===== config.mk =====
export PLATFORM = sky130hd
export DESIGN_NAME = bin_to_bcd_seq_flat
export DESIGN_NICKNAME = d
export VERILOG_FILES = /design/src/rtl/bin_to_bcd_seq_if.sv /design/src/rtl/bin_to_bcd_seq.sv /design/src/flat_wrapper.sv
export SDC_FILE = /design/constraint.sdc
export NUM_CORES = 1
export LEC_CHECK = 0
export CAP_MARGIN = 30
export CELL_PAD_IN_SITES_DETAIL_PLACEMENT = 2
export CELL_PAD_IN_SITES_GLOBAL_PLACEMENT = 2
export CORE_MARGIN = 5
export CORE_UTILIZATION = 35
export CTS_CLUSTER_DIAMETER = 80
export CTS_CLUSTER_SIZE = 28
export DETAILED_ROUTE_END_ITERATION = 6
export GPL_TIMING_DRIVEN = 0
export HOLD_SLACK_MARGIN = 0.1
export PLACE_DENSITY_LB_ADDON = 0.12
export SYNTH_ARGS = -nofsm -noshare
export SYNTH_HDL_FRONTEND = slang
export SYNTH_SLANG_ARGS = --single-unit

===== constraint.sdc =====
create_clock -name clk -period 4 [get_ports clk]
set_clock_uncertainty 0.15 [all_clocks]
set_input_delay 0.8 -clock clk [delete_from_list [all_inputs] [get_ports clk]]
set_output_delay 0.8 -clock clk [all_outputs]
set_load 0.05 [all_outputs]

===== src/rtl/bin_to_bcd_seq_if.sv =====
// Start/busy/done handshake bundle for bin_to_bcd_seq.
// master drives start/bin; slave returns busy/done/bcd.
interface bin_to_bcd_seq_if #(
  parameter int W      = 8,
  parameter int DIGITS = 3
);
  logic                  start;
  logic [W-1:0]          bin;
  logic                  busy;
  logic                  done;
  logic [4*DIGITS-1:0]   bcd;

  modport master (
    output start, bin,
    input  busy, done, bcd
  );

  modport slave (
    input  start, bin,
    output busy, done, bcd
  );
endinterface


===== src/rtl/bin_to_bcd_seq.sv =====
// Sequential double-dabble binary-to-BCD converter, one bit per clock.
// Define LEADING_ZERO_BLANK_EN to show leading zero digits as 4'hF.
module bin_to_bcd_seq #(
  parameter int W      = 8,
  parameter int DIGITS = 3
) (
  input logic              clk,
  input logic              rst,
  bin_to_bcd_seq_if.slave  bus
);

  localparam int BW = 4 * DIGITS;
  localparam int SW = BW + W;
  localparam int CW = $clog2(W + 1);

  typedef enum logic {
    IDLE,
    SHIFT
  } state_t;

  state_t          state;
  logic [SW-1:0]   sr;
  logic [CW-1:0]   cnt;
  logic            busy;
  logic            done;
  logic [BW-1:0]   bcd;
  logic [SW-1:0]   adj;
  logic [SW-1:0]   shifted;

  // Leading digits above the top non-zero one become 4'hF;
  // digit 0 always shows so a zero value reads as "0".
  function automatic logic [BW-1:0] blank(
    input logic [BW-1:0] v
  );
`ifdef LEADING_ZERO_BLANK_EN
    logic lead;
`endif
    blank = v;
`ifdef LEADING_ZERO_BLANK_EN
    lead = 1'b1;
    for (int i = DIGITS - 1; i > 0; i--) begin
      if (lead && v[4*i +: 4] == 4'd0)
        blank[4*i +: 4] = 4'hF;
      else
        lead = 1'b0;
    end
`endif
  endfunction

  // Add-3 on every digit >= 5 (no inter-digit carry), then shift.
  always_comb begin
    adj = sr;
    for (int i = 0; i < DIGITS; i++) begin
      if (sr[W + 4*i +: 4] >= 4'd5)
        adj[W + 4*i +: 4] = sr[W + 4*i +: 4] + 4'd3;
    end
    shifted = adj << 1;
  end

  // Control FSM with registered busy/done/bcd.
  always_ff @(posedge clk) begin
    if (rst) begin
      state <= IDLE;
      sr    <= '0;
      cnt   <= '0;
      busy  <= 1'b0;
      done  <= 1'b0;
      bcd   <= blank('0);
    end else begin
      done <= 1'b0;
      unique case (state)
        IDLE: begin
          if (bus.start) begin
            sr    <= {{BW{1'b0}}, bus.bin};
            cnt   <= CW'(W);
            busy  <= 1'b1;
            state <= SHIFT;
          end
        end
        SHIFT: begin
          sr  <= shifted;
          cnt <= cnt - 1'b1;
          if (cnt == CW'(1)) begin
            bcd   <= blank(shifted[SW-1:W]);
            done  <= 1'b1;
            busy  <= 1'b0;
            state <= IDLE;
          end
        end
        default: state <= IDLE;
      endcase
    end
  end

  assign bus.busy = busy;
  assign bus.done = done;
  assign bus.bcd  = bcd;

endmodule


===== src/flat_wrapper.sv =====
// flat-port wrapper written by rule: the top's interface ports become plain ports
module bin_to_bcd_seq_flat 
#(
  parameter int W      = 8,
  parameter int DIGITS = 3
)
  (clk, rst, bus_start, bus_bin, bus_busy, bus_done, bus_bcd);
  bin_to_bcd_seq_if #(.W(W), .DIGITS(DIGITS)) bus_i ();
  input logic clk;
  input logic rst;
  input wire logic [$bits(bus_i.start)-1:0] bus_start;
  input wire logic [$bits(bus_i.bin)-1:0] bus_bin;
  output wire logic [$bits(bus_i.busy)-1:0] bus_busy;
  output wire logic [$bits(bus_i.done)-1:0] bus_done;
  output wire logic [$bits(bus_i.bcd)-1:0] bus_bcd;
  assign bus_i.start = bus_start;
  assign bus_i.bin = bus_bin;
  assign bus_busy = bus_i.busy;
  assign bus_done = bus_i.done;
  assign bus_bcd = bus_i.bcd;
  bin_to_bcd_seq #(.W(W), .DIGITS(DIGITS)) u_core (.clk(clk), .rst(rst), .bus(bus_i));
endmodule

==> results of run 1 <==
## layout by cell type (no fill, tap or decap), types with 2 or more instances in the layout
master and n:
a21o_1 2, a21oi_1 18, a22o_1 5, a32o_1 4, buf_2 5, buf_4 3, bufinv_16 2, clkbuf_8 5
clkdlybuf4s50_1 24, dfxtp_1 39, ha_1 8, inv_1 9, mux2i_1 11, nand2b_1 6, nand3_1 7, nor2_1 22
nor3_1 8, nor3b_1 5, o21ai_0 9, o2bb2ai_1 6, xnor2_1 3
## metal layers
metal | routed length (um) | up-vias | GRT usage
met5 | 0 | - | 0
met4 | 65 | 0 | 0.0574
met3 | 137 | 7 | 0.0426
met2 | 2420 | 20 | 0.288
met1 | 2290 | 702 | 0.211
li1 | - | 710 | -
## sequential cells by signal, indices dropped and copies added, names as in the netlist
signal,cells
u_core.sr,20
u_core.bus.bcd,12
u_core.cnt,4
u_core.bus.busy,1
u_core.bus.done,1
u_core.state,1
## path summary, 6_finish.rpt
kind / end / startpoint / cells after the start
setup / recovery: bus_bcd[2] / u_core.bus.bcd[2] / 1
hold / removal: u_core.bus.bcd[11] / u_core.bus.bcd[11] / 1
setup reg to reg: u_core.bus.bcd[2] / u_core.sr[8] / 6
hold reg to reg: u_core.bus.bcd[11] / u_core.bus.bcd[11] / 1
## cells by family (layout without fill, tap and decap cells)
family	after synthesis	count (layout)	synth area share
flip-flops	39	39	0.452
multiplexers	12	12	0.0724
AND/OR/NAND/NOR	52	52	0.151
buffers and inverters	19	51	0.0514
XOR/XNOR	3	3	0.0152
adder cells (fa/ha/maj)	8	8	0.0579
AO/OA/AOI/OAI	50	50	0.201
## power groups by stage
stage / sequential (uW) / clock, uW / combinational, uW
6_report: 407 / 398 / 83.0
5_1_grt: 409 / 426 / 92.3
4_1_cts: 407 / 408 / 84.1
3_5_place_dp: 416 / 0 / 83.3
3_3_place_gp: 415 / 0 / 77.9
2_1_floorplan: 417 / 0 / 48.4
## cell type report
class,count,area (um2)
multi-input combinational,125,858
clock inverter,3,67.6
sequential,39,781
fill,528,2570
buffer,9,51.3
clock buffer,5,68.8
inverter,10,37.5
timing repair buffer,24,240
tap,67,83.8
## through the flow
stage,instances,total power [uW],hold WS [ps],cell area [um2],worst slack [ps]
3_5_place_dp,274,500,296,2050,1570
4_1_cts,282,900,323,2190,1540
2_1_floorplan,183,466,304,1730,2370
5_1_grt,282,928,336,2190,1520
6_report,282,888,318,2190,1570
3_3_place_gp,274,493,295,2050,1580
==> results.py, run 1 <==
metrics = {
    "run_status": {
        "status": "finished clean",
    },
    "die": {
        "io_pins": 25,
        "core.rowCount": 25,
        "dieArea_um2": 6440,
        "die_y_um": 80.3,
        "coreArea_um2": 4750,
        "die_width_um": 80.3,
        "start_util": 0.363,
    },
    "routing": {
        "antenna_left": 0,
        "detail_route.wirelength_um": 4920,
        "wl_per_cell_um": 17.4,
        "drc": 0,
        "drt_iter0_markers": 40,
        "vias_per_cell": 5.10,
        "vias": 1439,
        "drtPass1Iterations": 3,
    },
    "setup_path": {
        "crit_type": "register to output port",
        "worstPathCellList": "clkdlybuf4s50_1",
        "critical_path.slowest_cell": "clkdlybuf4s50_1",
        "crit_fanout": 2,
        "critical_path_required_ps": 3050,
        "critPathLaunchType": "register",
        "r2r_slack_ps": 2260,
        "crit_buf_inv": 1,
        "cpLargestDelayFamily": "buffers and inverters",
        "slowest_delay_ps": 820,
        "critPathArrivalTime_ps": 1480,
        "end_kind": "output port",
    },
    "timing": {
        "hold_viol_final": 0,
        "worst_pin_slew_ps": 595,
        "period_minus_slack_ps": 2430,
        "setup_tns_ps": 0,
        "max_slew_margin": 0.602,
        "fin_crit_sh": 0.608,
        "setup_viol": 0,
        "max_freq_mhz": 411,
        "grt_setup_unrepaired": "false",
        "slew_viol_final": 0,
    },
    "synth": {
        "synth_nets": 202,
        "yosysTopAreaCell": "dfxtp_1",
        "yosysWarnings": 0,
        "yosys-top-cells-area": "dfxtp_1, mux2i_1, ha_1, a21oi_1, nor2_1",
        "synthFlopType": "dfxtp_1",
        "yosysMostFrequentCell": "dfxtp_1",
        "netlist_instances": 183,
        "ys_ff_latch": 39,
        "ys_seq_area_frac": 0.452,
        "syn_area_um2": 1730,
        "synth_edf_count": 0,
        "syn_avg_cell_area_um2": 9.44,
        "synth-async-reset-ratio": 0,
        "synth_top_cell_area_share": 0.452,
        "ys_top_cells_by_count": "dfxtp_1, nor2_1, a21oi_1, mux2i_1",
        "synth_cell_types": 31,
    },
    "power_and_ir_drop": {
        "p_int_uw": 681,
        "p_leak_uw": 0.000827,
        "clkPwrFrac": 0.448,
        "powerDensity_nw_per_um2": 406,
        "swShare": 0.233,
        "sequentialPowerShare": 0.458,
        "switching_power_uw": 207,
        "vdd_drop_max_mv": 0.149,
        "comb_power_share": 0.093,
    },
    "global_route": {
        "grt_max_degree": 14,
        "track_usage": 0.171,
        "grt_pass1_vias": 1651,
        "overflow": 0,
        "antenna_found_initial": 0,
        "grt_pass1_wl_um": 8440,
    },
    "cts": {
        "clk_latency_ps": 300,
        "cts_tree": "built",
        "cts_setup_buffers": 0,
        "clockRootBuffer": "clkbuf_8",
        "cts.repair.resized": 0,
        "cts_max_level": 2,
        "clk_path_buf_depth": 2,
        "cts_buffers": 5,
        "clkTransAtPathRegs_ps": 80,
        "cts_hold_buf": 0,
        "cts_sinks": 39,
    },
    "run": {
        "cap_viol_max_count": 0,
    },
    "place": {
        "portBuffers": 24,
        "dp_hpwl_um": 3630,
        "gp_congestion": 0.694,
    },
    "finish": {
        "diodes": 0,
        "nets": 233,
        "final_util": 0.460,
        "area_growth_pct": 26.6,
        "drive_above_1_share": 0.112,
    },
    "min_path": {
        "hold_class": "register to register",
    },
}
(Power assumes the default switching activity.)
==> inputs of run 2 (changes only) <==
Settings changed: CORE_UTILIZATION 35 to 30.
Clock period 4 ns to 2 ns, I/O delays scaled along.
==> results.py, run 2 (synthesis results as in run 1) <==
metrics = {
    "setup_path": {
        "slowest_delay_ps": 420,
        "crit_type": "register to register",
        "critPathArrivalTime_ps": 1870,
        "crit_fanout": 10,
        "worstPathCellList": "ha_1, nand2_1, nor3_2, nor2_1, buf_4, a22o_1",
        "critical_path.slowest_cell": "dfxtp_1",
        "rr_worst_depth": 6,
        "cpLargestDelayFamily": "simple AND/OR/NAND/NOR gates",
        "r2r_slack_ps": 170,
        "crit_buf_inv": 1,
        "critical_path_required_ps": 2040,
        "reg2reg_to": "u_core.bus.bcd[9]",
        "path_depth": 6,
        "end_kind": "register",
        "critPathLaunchType": "register",
        "r2r-start": "u_core.cnt[0]",
    },
    "cts": {
        "cts_buffers": 5,
        "cts_tree": "built",
        "cts_sinks": 39,
        "clkTransAtPathRegs_ps": 80,
        "clk_latency_ps": 290,
        "cts_hold_buf": 0,
        "clk_path_buf_depth": 2,
        "cts_max_level": 2,
        "clockRootBuffer": "clkbuf_8",
        "cts_setup_buffers": 0,
    },
    "routing": {
        "vias_per_cell": 5.10,
        "detail_route.wirelength_um": 4900,
        "drt_iter0_markers": 41,
        "antenna_left": 0,
        "drc": 0,
        "vias": 1464,
        "wl_per_cell_um": 17.1,
        "drtPass1Iterations": 4,
    },
    "timing": {
        "hold_viol_final": 0,
        "fin_ws_ps": 171,
        "grt_setup_unrepaired": "false",
        "worst_pin_slew_ps": 630,
        "max_slew_margin": 0.578,
        "period_minus_slack_ps": 1830,
        "setup_viol": 0,
        "slew_viol_final": 0,
        "max_freq_mhz": 547,
        "fin_crit_sh": 0.914,
    },
    "power_and_ir_drop": {
        "clkPwrFrac": 0.449,
        "p_total_uw": 1770,
        "comb_power_share": 0.091,
        "sequentialPowerShare": 0.460,
        "vdd_drop_max_mv": 0.284,
        "switching_power_uw": 408,
        "powerDensity_nw_per_um2": 812,
        "swShare": 0.230,
        "p_leak_uw": 0.000922,
        "p_int_uw": 1360,
    },
    "finish": {
        "top_regs": "u_core.sr: 20 flops, u_core.bus.bcd: 12 flops, u_core.cnt: 4 flops",
        "layout_commonest_cell": "dfxtp_1",
        "largest_register_ffs": 20,
        "regMostFlops": "u_core.sr",
        "diodes": 0,
        "fill_cells": 624,
        "area_growth_pct": 26.2,
        "nets": 233,
        "fin_area_um2": 2180,
        "layout_common_cells": "dfxtp_1, nor2_1, a21oi_1",
        "drive_above_1_share": 0.107,
    },
    "global_route": {
        "overflow": 0,
        "grt_pass1_vias": 1694,
        "grt_max_degree": 13,
        "grt_pass1_wl_um": 8320,
        "track_usage": 0.143,
        "antenna_found_initial": 0,
    },
    "die": {
        "io_pins": 25,
        "coreArea_um2": 5540,
        "start_util": 0.312,
        "dieArea_um2": 7380,
        "core.rowCount": 27,
        "die_width_um": 85.9,
        "die_y_um": 85.9,
    },
    "min_path": {
        "hold_class": "register to register",
        "min_to": "u_core.bus.bcd[1]",
        "worstHoldPathCells": 1,
        "hold_start": "u_core.bus.bcd[1]",
    },
    "run": {
        "cap_viol_max_count": 0,
    },
    "place": {
        "dp_hpwl_um": 3750,
        "place_worst_setup_slack_ps": -168,
        "placed_area_um2": 2060,
        "portBuffers": 24,
        "gp_congestion": 0.741,
    },
    "run_status": {
        "status": "finished clean",
    },
}
-- run 2: worst max-delay path by stage --
stage / startpoint / end / slack (ps)
6_report: u_core.cnt[0] / u_core.bus.bcd[9] / 170
3_3_place_gp: rst / u_core.sr[14] / -110
4_1_cts: u_core.bus.bcd[1] / bus_bcd[1] / 2
2_1_floorplan: u_core.sr[8] / u_core.bus.bcd[2] / 480
3_5_place_dp: rst / u_core.sr[17] / -170
5_1_grt: u_core.cnt[0] / u_core.bus.bcd[0] / 80
-- run 2: metrics by stage --
step | utilization | setup TNS (ps) | hold WS, ps | instances
3_3_place_gp | 0.372 | -1120 | 293 | 279
6_report | 0.394 | 0 | 309 | 287
3_5_place_dp | 0.372 | -1690 | 295 | 279
5_1_grt | 0.394 | 0 | 345 | 287
4_1_cts | 0.393 | 0 | 321 | 287
2_1_floorplan | - | 0 | 304 | 183
-- run 2: routing by layer --
metal  part of all wire  track usage  up-vias
met3              0.040       0.0423        4
li1                   -            -      705
met1               0.42        0.160      727
met5                  0            0        -
met4             0.0078       0.0259        0
met2               0.53        0.266       28
-- run 2: cell type report --
cell class | count | area (um2) | share of cell area
well taps | 72 | 90.1 | 0.0413
clock buffers | 6 | 72.6 | 0.0333
flip-flops and latches | 39 | 781 | 0.358
clock inverters | 2 | 60.1 | 0.0275
inverters | 10 | 37.5 | 0.0172
repair buffers | 24 | 230 | 0.106
multi-input cells | 125 | 858 | 0.394
plain buffers | 9 | 51.3 | 0.0235
-- run 2: worst register-to-register path, stage by stage (launching register included) --
cell     delay [ps]
dfxtp_1         420
ha_1            200
nand2_1          70
nor3_2          290
nor2_1          160
buf_4           210
a22o_1          230
-- run 2: what timing repair did --
action / CTS / global route
setup endpoints to repair: 12 / 2
resized for setup: 12 / 2
pin swaps: 0 / 0
-- run 2: power groups by stage --
stage / logic [uW] / registers, uW / clock network (uW)
final: 161 / 814 / 796
after global routing: 179 / 817 / 848
after CTS: 165 / 814 / 814
after detailed placement: 166 / 832 / 0
after global placement: 158 / 830 / 0
after floorplan: 96.8 / 835 / 0
==> inputs of run 3 (changes only) <==
Settings changed: CTS_CLUSTER_SIZE 28 to default.
Clock period 2 ns to 1.6 ns, I/O delays scaled along.
==> results.py, run 3 (synthesis results as in run 1) <==
metrics = {
    "run_status": {
        "status": "finished clean",
    },
    "routing": {
        "drt_iter0_markers": 31,
        "vias": 1483,
        "drtPass1Iterations": 3,
        "wl_per_cell_um": 17.4,
        "vias_per_cell": 5.10,
        "detail_route.wirelength_um": 5070,
        "antenna_left": 0,
        "drc": 0,
    },
    "finish": {
        "regMostFlops": "u_core.sr",
        "top_regs": "u_core.sr: 20 flops, u_core.bus.bcd: 12 flops, u_core.cnt: 4 flops",
        "fin_area_um2": 2390,
        "largest_register_ffs": 20,
        "area_growth_pct": 38.4,
        "layout_commonest_cell": "dfxtp_1",
        "drive_above_1_share": 0.311,
        "nets": 237,
        "diodes": 0,
        "layout_common_cells": "dfxtp_1, nor2_1, a21oi_1",
    },
    "place": {
        "dp_hpwl_um": 3750,
        "gp_congestion": 0.741,
        "portBuffers": 24,
        "placed_area_um2": 2060,
        "place_worst_setup_slack_ps": -488,
    },
    "timing": {
        "slew_viol_final": 0,
        "grt_setup_unrepaired": "true",
        "worst_pin_slew_ps": 399,
        "setup_tns_ps": 0,
        "fin_ws_ps": 29.6,
        "period_minus_slack_ps": 1570,
        "max_freq_mhz": 637,
        "hold_viol_final": 0,
        "whs_ps": 317,
        "setup_viol": 0,
        "fin_crit_sh": 0.982,
        "max_slew_margin": 0.734,
    },
    "die": {
        "dieArea_um2": 7380,
        "coreArea_um2": 5540,
        "io_pins": 25,
        "core.rowCount": 27,
        "start_util": 0.312,
        "die_y_um": 85.9,
        "die_width_um": 85.9,
    },
    "setup_path": {
        "critPathArrivalTime_ps": 1650,
        "crit_type": "register to register",
        "r2r-start": "u_core.sr[9]",
        "crit_fanout": 3,
        "critPathLaunch": "u_core.sr[9]",
        "rr_worst_depth": 6,
        "r2r_slack_ps": 30,
        "reg2reg_to": "u_core.sr[10]",
        "critPathCapture": "u_core.sr[10]",
        "critPathLaunchType": "register",
        "end_kind": "register",
        "critical_path_required_ps": 1680,
    },
    "global_route": {
        "grt_pass1_wl_um": 8570,
        "overflow": 0,
        "antenna_found_initial": 0,
        "grt_max_degree": 13,
        "grt_pass1_vias": 1720,
        "track_usage": 0.147,
    },
    "cts": {
        "cts_hold_buf": 0,
        "clk_latency_ps": 290,
        "clkTransAtPathRegs_ps": 80,
        "cts_sinks": 39,
        "cts_buffers": 5,
        "cts_max_level": 2,
        "clk_path_buf_depth": 2,
        "cts_tree": "built",
        "clockRootBuffer": "clkbuf_8",
    },
    "min_path": {
        "hold_class": "register to register",
    },
    "power_and_ir_drop": {
        "p_total_uw": 2220,
        "powerDensity_nw_per_um2": 928,
        "vdd_drop_max_mv": 0.377,
        "p_leak_uw": 0.000893,
    },
    "run": {
        "cap_viol_max_count": 0,
    },
}
==> run 3: metrics by stage <==
stage,utilization,cells
floorplan,-,183
global placement,0.372,279
detailed placement,0.372,279
CTS,0.411,289
global route,0.432,291
finish,0.432,291
==> run 3: area by class of cell <==
cell class | count | area [um2]
Clock buffer | 6 | 72.6
Clock inverter | 2 | 60.1
Timing Repair Buffer | 28 | 284
Sequential cell | 39 | 793
Inverter | 10 | 45.0
Buffer | 9 | 66.3
Fill cell | 598 | 3150
Tap cell | 72 | 90.1
Multi-Input combinational cell | 125 | 980
==> run 3: per-layer routing <==
layer / global-route usage / up-vias / share of wire
met5: 0 / - / 0
met4: 0.0317 / 0 / 0.0077
met3: 0.0423 / 4 / 0.036
met2: 0.270 / 22 / 0.53
met1: 0.168 / 739 / 0.42
li1: - / 718 / -
==> run 3: timing repair <==
| action | in CTS | in global routing |
|---|---|---|
| setup buffers | 2 | 2 |
| gates resized for setup | 61 | 25 |
| pin swaps | 4 | 4 |
| endpoints found under the setup margin | 44 | 29 |
==> run 3: worst min path at each step <==
| stage | from | endpoint | slack (ps) | cells past startpoint |
|---|---|---|---|---|
| 5_1_grt | u_core.bus.bcd[1] | u_core.bus.bcd[1] | 350 | 1 |
| 6_report | u_core.bus.bcd[1] | u_core.bus.bcd[1] | 320 | 1 |
| 3_5_place_dp | u_core.bus.bcd[1] | u_core.bus.bcd[1] | 300 | 1 |
| 3_3_place_gp | u_core.bus.bcd[8] | u_core.bus.bcd[8] | 290 | 1 |
| 2_1_floorplan | u_core.sr[0] | u_core.sr[1] | 300 | 2 |
| 4_1_cts | u_core.bus.bcd[1] | u_core.bus.bcd[1] | 320 | 1 |
==> run 3: worst max-delay path, cell delays in order, from the launching register on <==
cell and delay, ps:
dfxtp_2 360, inv_4 60, ha_4 140, nand2b_4 130, a21o_1 200, mux2_4 330
o21ai_2 140
==> run 3: power by group <==
group          switching, uW  internal, uW
clock                    363           624
combinational            124          90.7
sequential              22.5           994
